`config.mk`:
```
export PLATFORM = sky130hd
export DESIGN_NAME = pc_gen
export DESIGN_NICKNAME = d
export VERILOG_FILES = /design/src/rtl/pc_gen.sv
export SDC_FILE = /design/constraint.sdc
export NUM_CORES = 1
export LEC_CHECK = 0
export CORE_MARGIN = 2
export CORE_UTILIZATION = 47
export DETAILED_ROUTE_END_ITERATION = 6
export PLACE_DENSITY = 0.86
export REMOVE_ABC_BUFFERS = 1
export SLEW_MARGIN = 20
export SYNTH_ARGS = -nofsm -noshare
export SYNTH_HDL_FRONTEND = slang
export SYNTH_SLANG_ARGS = --single-unit
```
`constraint.sdc`:
```
create_clock -name clk -period 5.5 [get_ports clk]
set_clock_uncertainty 0.05 [all_clocks]
set_input_delay 1.1 -clock clk [delete_from_list [all_inputs] [get_ports clk]]
set_output_delay 1.1 -clock clk [all_outputs]
set_load 0.02 [all_outputs]
```
`src/rtl/pc_gen.sv`:
```
// Program-counter generator: fetch sequencing, prioritised redirects and stale-response tracking.
// Optional build macro PC_GEN_MISALIGN_EN rejects misaligned jump targets and reports them.
module pc_gen #(
    parameter int                ADDR_W      = 32,
    parameter logic [ADDR_W-1:0] RESET_ADDR  = {ADDR_W{1'b0}},
    parameter int                STEP        = 4,
    parameter int                HOLD_W      = 3,
    parameter int                HOLD_PC_LVL = 1,
    parameter int                MAX_OUTST   = 4
) (
    input  logic              clk,
    input  logic              rst,
    input  logic              jtag_reset_flag_i,
    input  logic              trap_flag_i,
    input  logic [ADDR_W-1:0] trap_addr_i,
    input  logic              jump_flag_i,
    input  logic [ADDR_W-1:0] jump_addr_i,
    input  logic [HOLD_W-1:0] hold_flag_i,
    output logic              req_valid_o,
    output logic [ADDR_W-1:0] req_addr_o,
    input  logic              req_ready_i,
    input  logic              rsp_valid_i,
    output logic              rsp_keep_o,
    output logic              flush_o,
`ifdef PC_GEN_MISALIGN_EN
    output logic              misalign_o,
    output logic [ADDR_W-1:0] misalign_addr_o,
`endif
    output logic [ADDR_W-1:0] pc_o
);

    localparam logic [1:0] ST_BOOT  = 2'd0;
    localparam logic [1:0] ST_RUN   = 2'd1;
    localparam logic [1:0] ST_STALL = 2'd2;
    localparam int         CNT_W    = $clog2(MAX_OUTST + 1);

    logic [1:0]        state_r;
    logic [1:0]        state_nxt_s;
    logic [ADDR_W-1:0] pc_r;
    logic [ADDR_W-1:0] pc_nxt_s;
    logic [CNT_W-1:0]  outst_r;
    logic [CNT_W-1:0]  outst_nxt_s;
    logic [CNT_W-1:0]  stale_r;
    logic [CNT_W-1:0]  stale_nxt_s;
    logic              flush_r;
    logic              hold_s;
    logic              acc_s;
    logic              rsp_eff_s;
    logic              jump_take_s;
    logic              redirect_s;

`ifdef PC_GEN_MISALIGN_EN
    logic              misalign_r;
    logic [ADDR_W-1:0] misalign_addr_r;

    assign jump_take_s = jump_flag_i && (jump_addr_i[1:0] == 2'b00);

    // Report a misaligned jump only when it would have won arbitration.
    always_ff @(posedge clk or negedge rst) begin
        if (!rst) begin
            misalign_r      <= 1'b0;
            misalign_addr_r <= {ADDR_W{1'b0}};
        end else if (jump_flag_i && !jump_take_s && !jtag_reset_flag_i && !trap_flag_i) begin
            misalign_r      <= 1'b1;
            misalign_addr_r <= jump_addr_i;
        end else begin
            misalign_r      <= 1'b0;
            misalign_addr_r <= misalign_addr_r;
        end
    end

    assign misalign_o      = misalign_r;
    assign misalign_addr_o = misalign_addr_r;
`else
    assign jump_take_s = jump_flag_i;
`endif

    assign hold_s      = hold_flag_i > HOLD_W'(HOLD_PC_LVL);
    assign redirect_s  = jtag_reset_flag_i || trap_flag_i || jump_take_s;
    assign req_valid_o = (state_r == ST_RUN) && (outst_r != CNT_W'(MAX_OUTST));
    assign acc_s       = req_valid_o && req_ready_i;
    // A response with nothing outstanding is a protocol error; it is ignored so the count saturates.
    assign rsp_eff_s   = rsp_valid_i && (outst_r != {CNT_W{1'b0}});
    assign rsp_keep_o  = rsp_valid_i && (stale_r == {CNT_W{1'b0}});
    assign req_addr_o  = pc_r;
    assign pc_o        = pc_r;
    assign flush_o     = flush_r;

    // Next-state, PC and counter computation with redirect priority jtag > trap > jump.
    always_comb begin
        pc_nxt_s    = pc_r;
        state_nxt_s = state_r;
        outst_nxt_s = outst_r + CNT_W'(acc_s) - CNT_W'(rsp_eff_s);
        stale_nxt_s = stale_r;
        if (jtag_reset_flag_i) begin
            pc_nxt_s = RESET_ADDR;
        end else if (trap_flag_i) begin
            pc_nxt_s = trap_addr_i;
        end else if (jump_take_s) begin
            pc_nxt_s = jump_addr_i;
        end else if (acc_s) begin
            pc_nxt_s = pc_r + ADDR_W'(STEP);
        end else begin
            pc_nxt_s = pc_r;
        end
        if (redirect_s) begin
            stale_nxt_s = outst_nxt_s;
        end else if (rsp_eff_s && (stale_r != {CNT_W{1'b0}})) begin
            stale_nxt_s = stale_r - CNT_W'(1);
        end else begin
            stale_nxt_s = stale_r;
        end
        case (state_r)
            ST_BOOT:  state_nxt_s = ST_RUN;
            ST_RUN:   state_nxt_s = hold_s ? ST_STALL : ST_RUN;
            ST_STALL: state_nxt_s = hold_s ? ST_STALL : ST_RUN;
            default:  state_nxt_s = ST_BOOT;
        endcase
        if (redirect_s) begin
            state_nxt_s = hold_s ? ST_STALL : ST_RUN;
        end else begin
            state_nxt_s = state_nxt_s;
        end
    end

    // State, PC, counters and flush pulse registers.
    always_ff @(posedge clk or negedge rst) begin
        if (!rst) begin
            state_r <= ST_BOOT;
            pc_r    <= RESET_ADDR;
            outst_r <= {CNT_W{1'b0}};
            stale_r <= {CNT_W{1'b0}};
            flush_r <= 1'b0;
        end else begin
            state_r <= state_nxt_s;
            pc_r    <= pc_nxt_s;
            outst_r <= outst_nxt_s;
            stale_r <= stale_nxt_s;
            flush_r <= redirect_s;
        end
    end

    pc_gen_chk #(.CNT_W(CNT_W)) u_chk (
        .clk       (clk),
        .rst       (rst),
        .rsp_valid (rsp_valid_i),
        .outst_cnt (outst_r),
        .stale_cnt (stale_r)
    );

endmodule

// Protocol checks for pc_gen: no response without an outstanding fetch, stale never exceeds in-flight.
module pc_gen_chk #(
    parameter int CNT_W = 3
) (
    input logic             clk,
    input logic             rst,
    input logic             rsp_valid,
    input logic [CNT_W-1:0] outst_cnt,
    input logic [CNT_W-1:0] stale_cnt
);

    // Sampled every edge outside reset.
    always @(posedge clk) begin
        if (rst) begin
            assert (!(rsp_valid && (outst_cnt == {CNT_W{1'b0}})));
            assert (stale_cnt <= outst_cnt);
        end
    end

endmodule
```
==> metrics.txt, run 1 <==
status complete, no violations; Core Area 6760 sq um; via/cell ratio 6.24; vias in the first global route about 3300; Register Area roughly 1000 sq um; GR Overflow Total 0; Sum Neg Setup Slack 0 ns; GR Util met3 4.64%; clk_lat worst skew 0.30 ns; drt first pass iters 5; Synth warnings 0; Worst Tran Pin Value 1.13 ns; hold slack 0.484 ns; fin crit share 63.7%; Row Count 30; Arr. time, crit path 2.35 ns; Hold Path Class register to register; fraction of registers with async set/reset 100%; hpwl dp 7400 um; leakage power 0.00182 uW; Worst-path clk slew 0.08 ns; Max stage delay on crit path 0.61 ns; vias 3527; sequential-to-total area share from yosys stat 31.5%; Crit path buffers/inverters 2; IO Port Bufs 139; critical path's most frequent cell clkdlybuf4s50_1; Fill cells around 560; PnR Total Power between 1000 and 1500 uW; Post-synth EDFFs 0; M1 GR Usage between 30 and 40%; Final nets approximately 570; Crit path max-delay family buffers and inverters; Slew Limit Headroom 24.3%; htree depth 2; initial antenna violation count 0; chip height a little under 90 um; total of max-cap violations 0; final setup violation count 0; DRC Markers 0; commonest non-fill, non-tap cells in the layout clkdlybuf4s50_1 (138), dfrtp_1 (41), a21oi_1 (35); critical path required time 4.35 ns; Crit Path Class input pin to primary output; min cycle time layout 3.50 ns; Slowest-stage cell, CP clkdlybuf4s50_1; Max FO, Critical Path 2; #FFs+latches synth 41; WL/cell between 15 and 20 um; synth unique cells 68; initial cell density of the core 48.3%; global-route wire length before repair 16000 um; Placed Cells 557; final hold vios 0; Layout area overhead 40.1%; worst path cell trace clkdlybuf4s50_1 -> and3_1 -> clkdlybuf4s50_1; CTS sink cnt between 40 and 50; chip width between 80 and 90 um; max-slew violations 0; Hold Buf Count CTS 0; Root Buffer clkbuf_8; total track usage between 20% and 30%; Num CTS Buffers 5; Mapped Cells 385; RSZ-0062 raised after global routing false; Post-CTS Resized 0; Synth Flop Type dfrtp_1; # Post-CTS Setup Buffers 0; startpoint types input pin; gpl congestion 0.850; Peak Freq 0.286 GHz; CTS Buffer Depth 2; multi-input logic area around 1800 sq um; Layout Cells excl Fill 565; GR Util met2 a little under half; nature of the critical path endpoint primary output; top-level I/O count between 100 and 150; WL final 10300 um; fin area 4570 sq um; Syn Std Cell Area 3260 sq um; CTS tree done; Post-Place Cell Area 4450 sq um; Antenna Diode Count 0; pin count of the biggest net entering global routing 42; initial drt markers 308; commonest non-fill, non-tap cell in the layout clkdlybuf4s50_1; Synth Area per Inst 8.47 sq um; gr busiest metal met2; P per Cell Area ~240 nW/um^2; post-route ant nets 0; layout cells sized above 1 under 10%; maximum vdd drop 0.200 mV; die area around 7600 sq um
## stage by stage
stage	utilization [%]	setup slack, ns
global route	67.6	1.89
floorplan	-	2.45
CTS	67.6	2.00
finish	67.6	2.00
detailed placement	65.9	1.80
global placement	65.9	1.83
## cell families (layout without fill, tap and decap cells)
family                     count (synthesis)  count (layout)  share of synthesized area, %
and+or+nand+nor                          125             125                          22.1
AOI/OAI and AO/OA                        119             119                          24.5
buffers and inverters                     70             170                          12.3
DFF                                       41              41                          31.5
xor gates and xnor gates                  13              13                          3.49
adders and majority gates                  9               9                          3.68
muxes                                      8               8                          2.49
## layout make-up
class,instances,share of cell area (%)
clock buffers,6,1.81
clock inverters,2,0.821
inverters,19,1.56
multi-input cells,274,40.2
flip-flops and latches,41,22.4
well taps,80,2.19
repair buffers,143,31.0
## metal layers
metal	vias up	wire [um]	share of wire, %
li1	1598	-	-
met1	1682	4070	39
met2	219	5180	50
met3	28	885	8.6
met4	0	206	2.0
met5	-	0	0
## synth_stat cells, types with 3 or more instances
master / instances / area, sq um
o31ai_1: 5 / 37.5
nor2_1: 28 / 105
ha_1: 8 / 100
nand4_1: 14 / 87.6
inv_2: 5 / 18.8
a21oi_1: 35 / 175
nor4_1: 3 / 18.8
nor3_1: 4 / 20.0
inv_1: 14 / 52.6
a211oi_1: 4 / 30.0
o22ai_1: 10 / 62.6
a22o_1: 4 / 35.0
nand3b_1: 3 / 22.5
a22oi_1: 5 / 37.5
buf_2: 6 / 30.0
mux2i_1: 7 / 70.1
o22a_1: 3 / 26.3
clkbuf_1: 8 / 30.0
nand2_1: 25 / 93.8
o21ai_0: 11 / 55.1
o221ai_1: 4 / 35.0
and3_1: 8 / 50.1
dfrtp_1: 41 / 1030
xor2_1: 4 / 35.0
buf_4: 35 / 263
xnor2_1: 9 / 78.8
o21ai_1: 11 / 55.1
nand3_1: 18 / 90.1
o21a_1: 3 / 22.5
## final timing paths
check                             from    endpoint  slack (ns)  cells after the start
setup / recovery           rsp_valid_i  rsp_keep_o        2.00                      3
hold / removal              outst_r[2]  outst_r[2]        0.48                      1
setup reg to reg            state_r[1]  stale_r[2]        2.72                     14
hold reg to reg             outst_r[2]  outst_r[2]        0.48                      1
max in group asynchronous          rst    pc_o[22]        3.88                      1
min in group asynchronous          rst     pc_o[7]        0.91                      1
## power breakdown
part	switching, uW	internal, uW
registers	61.5	347
logic	211	212
clock network	117	148
## registers in the layout, indices dropped and copies added, names as in the netlist
signal	flops
stale_r	3
pc_o	32
outst_r	3
state_r	2
flush_o	1
## worst register-to-register path, cell delays in order, from the launching register on
cell     delay, ns
dfrtp_1       0.40
inv_1         0.09
ha_1          0.18
inv_2         0.07
nor3_2        0.35
inv_2         0.14
ha_1          0.30
inv_1         0.06
ha_1          0.14
inv_1         0.05
fa_1          0.37
xnor2_1       0.20
xnor2_1       0.17
nand2_1       0.07
o21ai_1       0.08
Note: power is estimated with default switching activity, not from simulation.
==> run 2: changes to the inputs <==
CORE_UTILIZATION = 39   (was 47)
PLACE_DENSITY = 0.76   (was 0.86)
clock period = 2.82 ns   (was 5.5 ns; I/O delays follow)
==> run 2 against run 1 <==
- combinational power is 100% higher
- critical path depth is 9 higher
- setup slack worse by 1.7 ns
- utilization is 11 points lower
- die area is 20% higher
- flip-flop and latch count stayed put
- sequential share of layout area is 0.36 points lower
- register-to-register slack worse by 2.4 ns
==> metrics.txt, run 2 (synthesis gave the netlist of run 1 again) <==
sw frac 36.6%; vias 3436; Antenna Diode Count 0; pin count of the biggest net entering global routing 42; Crit Path Class register to register; initial drt markers 247; total track usage 22.2%; worst path cell trace nor3b_4 -> nor3_4 -> inv_2 -> ha_1 -> inv_1 -> ha_1 -> inv_1 -> fa_1 -> xnor2_1 -> xnor2_1 -> nand2_1 -> o21ai_1; status complete, no violations; via/cell ratio between 5 and 6; Crit path buffers/inverters 3; fin util 56.8%; Max stage delay on crit path around 0.47 ns; Max FO, Critical Path 7; Hold Path Class input pin to asynchronous set/reset pin; Row Count 33; commonest non-fill, non-tap cell in the layout clkdlybuf4s50_1; Root Buffer clkbuf_8; fin crit share 89.9%; Final nets 577; hpwl dp 7850 um; Layout area overhead 42.4%; Num CTS Buffers 5; chip width 95.5 um; min cycle time layout between 2 and 3 ns; cell depth of the worst flop-to-flop path 12; WL/cell 17.3 um; Slowest-stage cell, CP dfrtp_1; WL final 10400 um; critical path required time 2.99 ns; Slew Limit Headroom 33.2%; Core Area 8180 sq um; RSZ-0062 raised after global routing false; commonest non-fill, non-tap cells in the layout clkdlybuf4s50_1 (137), dfrtp_1 (41), a21oi_1 (35); Peak Freq roughly 0.4 GHz; leakage power 0.00186 uW; final setup violation count 0; GR Overflow Total 0; Worst Tran Pin Value 1.00 ns; CTS sink cnt ~40; CTS tree done; top-level I/O count around 140; gpl congestion around 0.87; share of power burned in registers roughly two fifths; initial cell density of the core 39.9%; IO Port Bufs 139; Worst-path clk slew 0.08 ns; die area between 9000 and 10000 sq um; clk_lat worst skew 0.29 ns; drt first pass iters 5; nature of the critical path endpoint register; Fill cells 746; initial antenna violation count 0; Crit path max-delay family adder cells; maximum vdd drop 0.315 mV; vias in the first global route 3224; CTS Buffer Depth 2; worst reg2reg path startpoint outst_r[1]; final hold vios 0; pre-CTS WS -0.212 ns; startpoint types register; Clock Power Share approximately a fifth; P per Cell Area 441 nW/um^2; max-slew violations 0; Logic pwr share 42.2%; sw power about 750 uW; chip height between 90 and 100 um; Worst R2R End stale_r[2]; max FFs per register 32; htree depth 2; global-route wire length before repair approximately 16000 um; R2R Setup Slk between 0.2 and 0.3 ns; layout cells sized above 1 between 8 and 9%; DRC Markers 0; Int Power approximately 1300 uW; slack of the critical path 0.284 ns; Arr. time, crit path 2.70 ns; total of max-cap violations 0; post-route ant nets 0
## run 2: timing repair
| action | CTS | global route |
|---|---|---|
| buffers inserted | 0 | 1 |
| resized for setup | 0 | 2 |
| endpoints found under the setup margin | 0 | 1 |
| hold buffers | 0 | 0 |
## run 2: how the worst max path moves through the flow
stage	slack, ns	from	depth (start not counted)	end
floorplan	0.31	jtag_reset_flag_i	5	pc_o[6]
finish	0.28	outst_r[1]	12	stale_r[2]
detailed placement	-0.21	req_ready_i	13	stale_r[2]
CTS	0.09	req_ready_i	13	stale_r[2]
global route	0.07	outst_r[1]	12	stale_r[2]
global placement	-0.02	req_ready_i	13	stale_r[2]
## run 2: power groups by stage
stage               clock, uW  combinational (uW)  sequential [uW]
floorplan                   0                 343              880
global placement            0                 800              803
detailed placement          0                 834              808
CTS                       390                 838              800
global route              425                 942              818
finish                    384                 866              801
## run 2: per-stage QoR
| stage | std cells | hold slack [ns] | power [uW] | TNS [ns] | area (sq um) |
|---|---|---|---|---|---|
| finish | 600 | 0.392 | 2050 | 0 | 4650 |
| CTS | 599 | 0.410 | 2030 | 0 | 4630 |
| global placement | 591 | 0.468 | 1600 | -0.0212 | 4550 |
| detailed placement | 591 | 0.493 | 1640 | -0.262 | 4550 |
| global route | 600 | 0.449 | 2190 | 0 | 4650 |
| floorplan | 334 | 0.218 | 1220 | 0 | 2930 |
## run 2: routing by layer
| layer | up-vias | GRT usage, % | share of wire (%) |
|---|---|---|---|
| met3 | 19 | 3.72 | 8.1 |
| met2 | 185 | 38.4 | 50 |
| met1 | 1631 | 28.3 | 41 |
| met5 | - | 0 | 0 |
| met4 | 0 | 7.02 | 1.6 |
| li1 | 1601 | - | - |
## run 2: final cells by class
class | instances | area, sq um | share of cell area, %
Sequential cell | 41 | 1030 | 22.1
Timing Repair Buffer | 153 | 1490 | 32.2
Multi-Input combinational cell | 274 | 1840 | 39.7
Inverter | 19 | 71.3 | 1.54
Tap cell | 105 | 131 | 2.83
Clock buffer | 8 | 80.1 | 1.72
## run 2: worst register-to-register path: stages (launching register included)
cell and delay, ns:
dfrtp_1 0.47, nor3b_4 0.41, nor3_4 0.06, inv_2 0.07, ha_1 0.23, inv_1 0.07, ha_1 0.13, inv_1 0.05
fa_1 0.38, xnor2_1 0.15, xnor2_1 0.22, nand2_1 0.08, o21ai_1 0.09
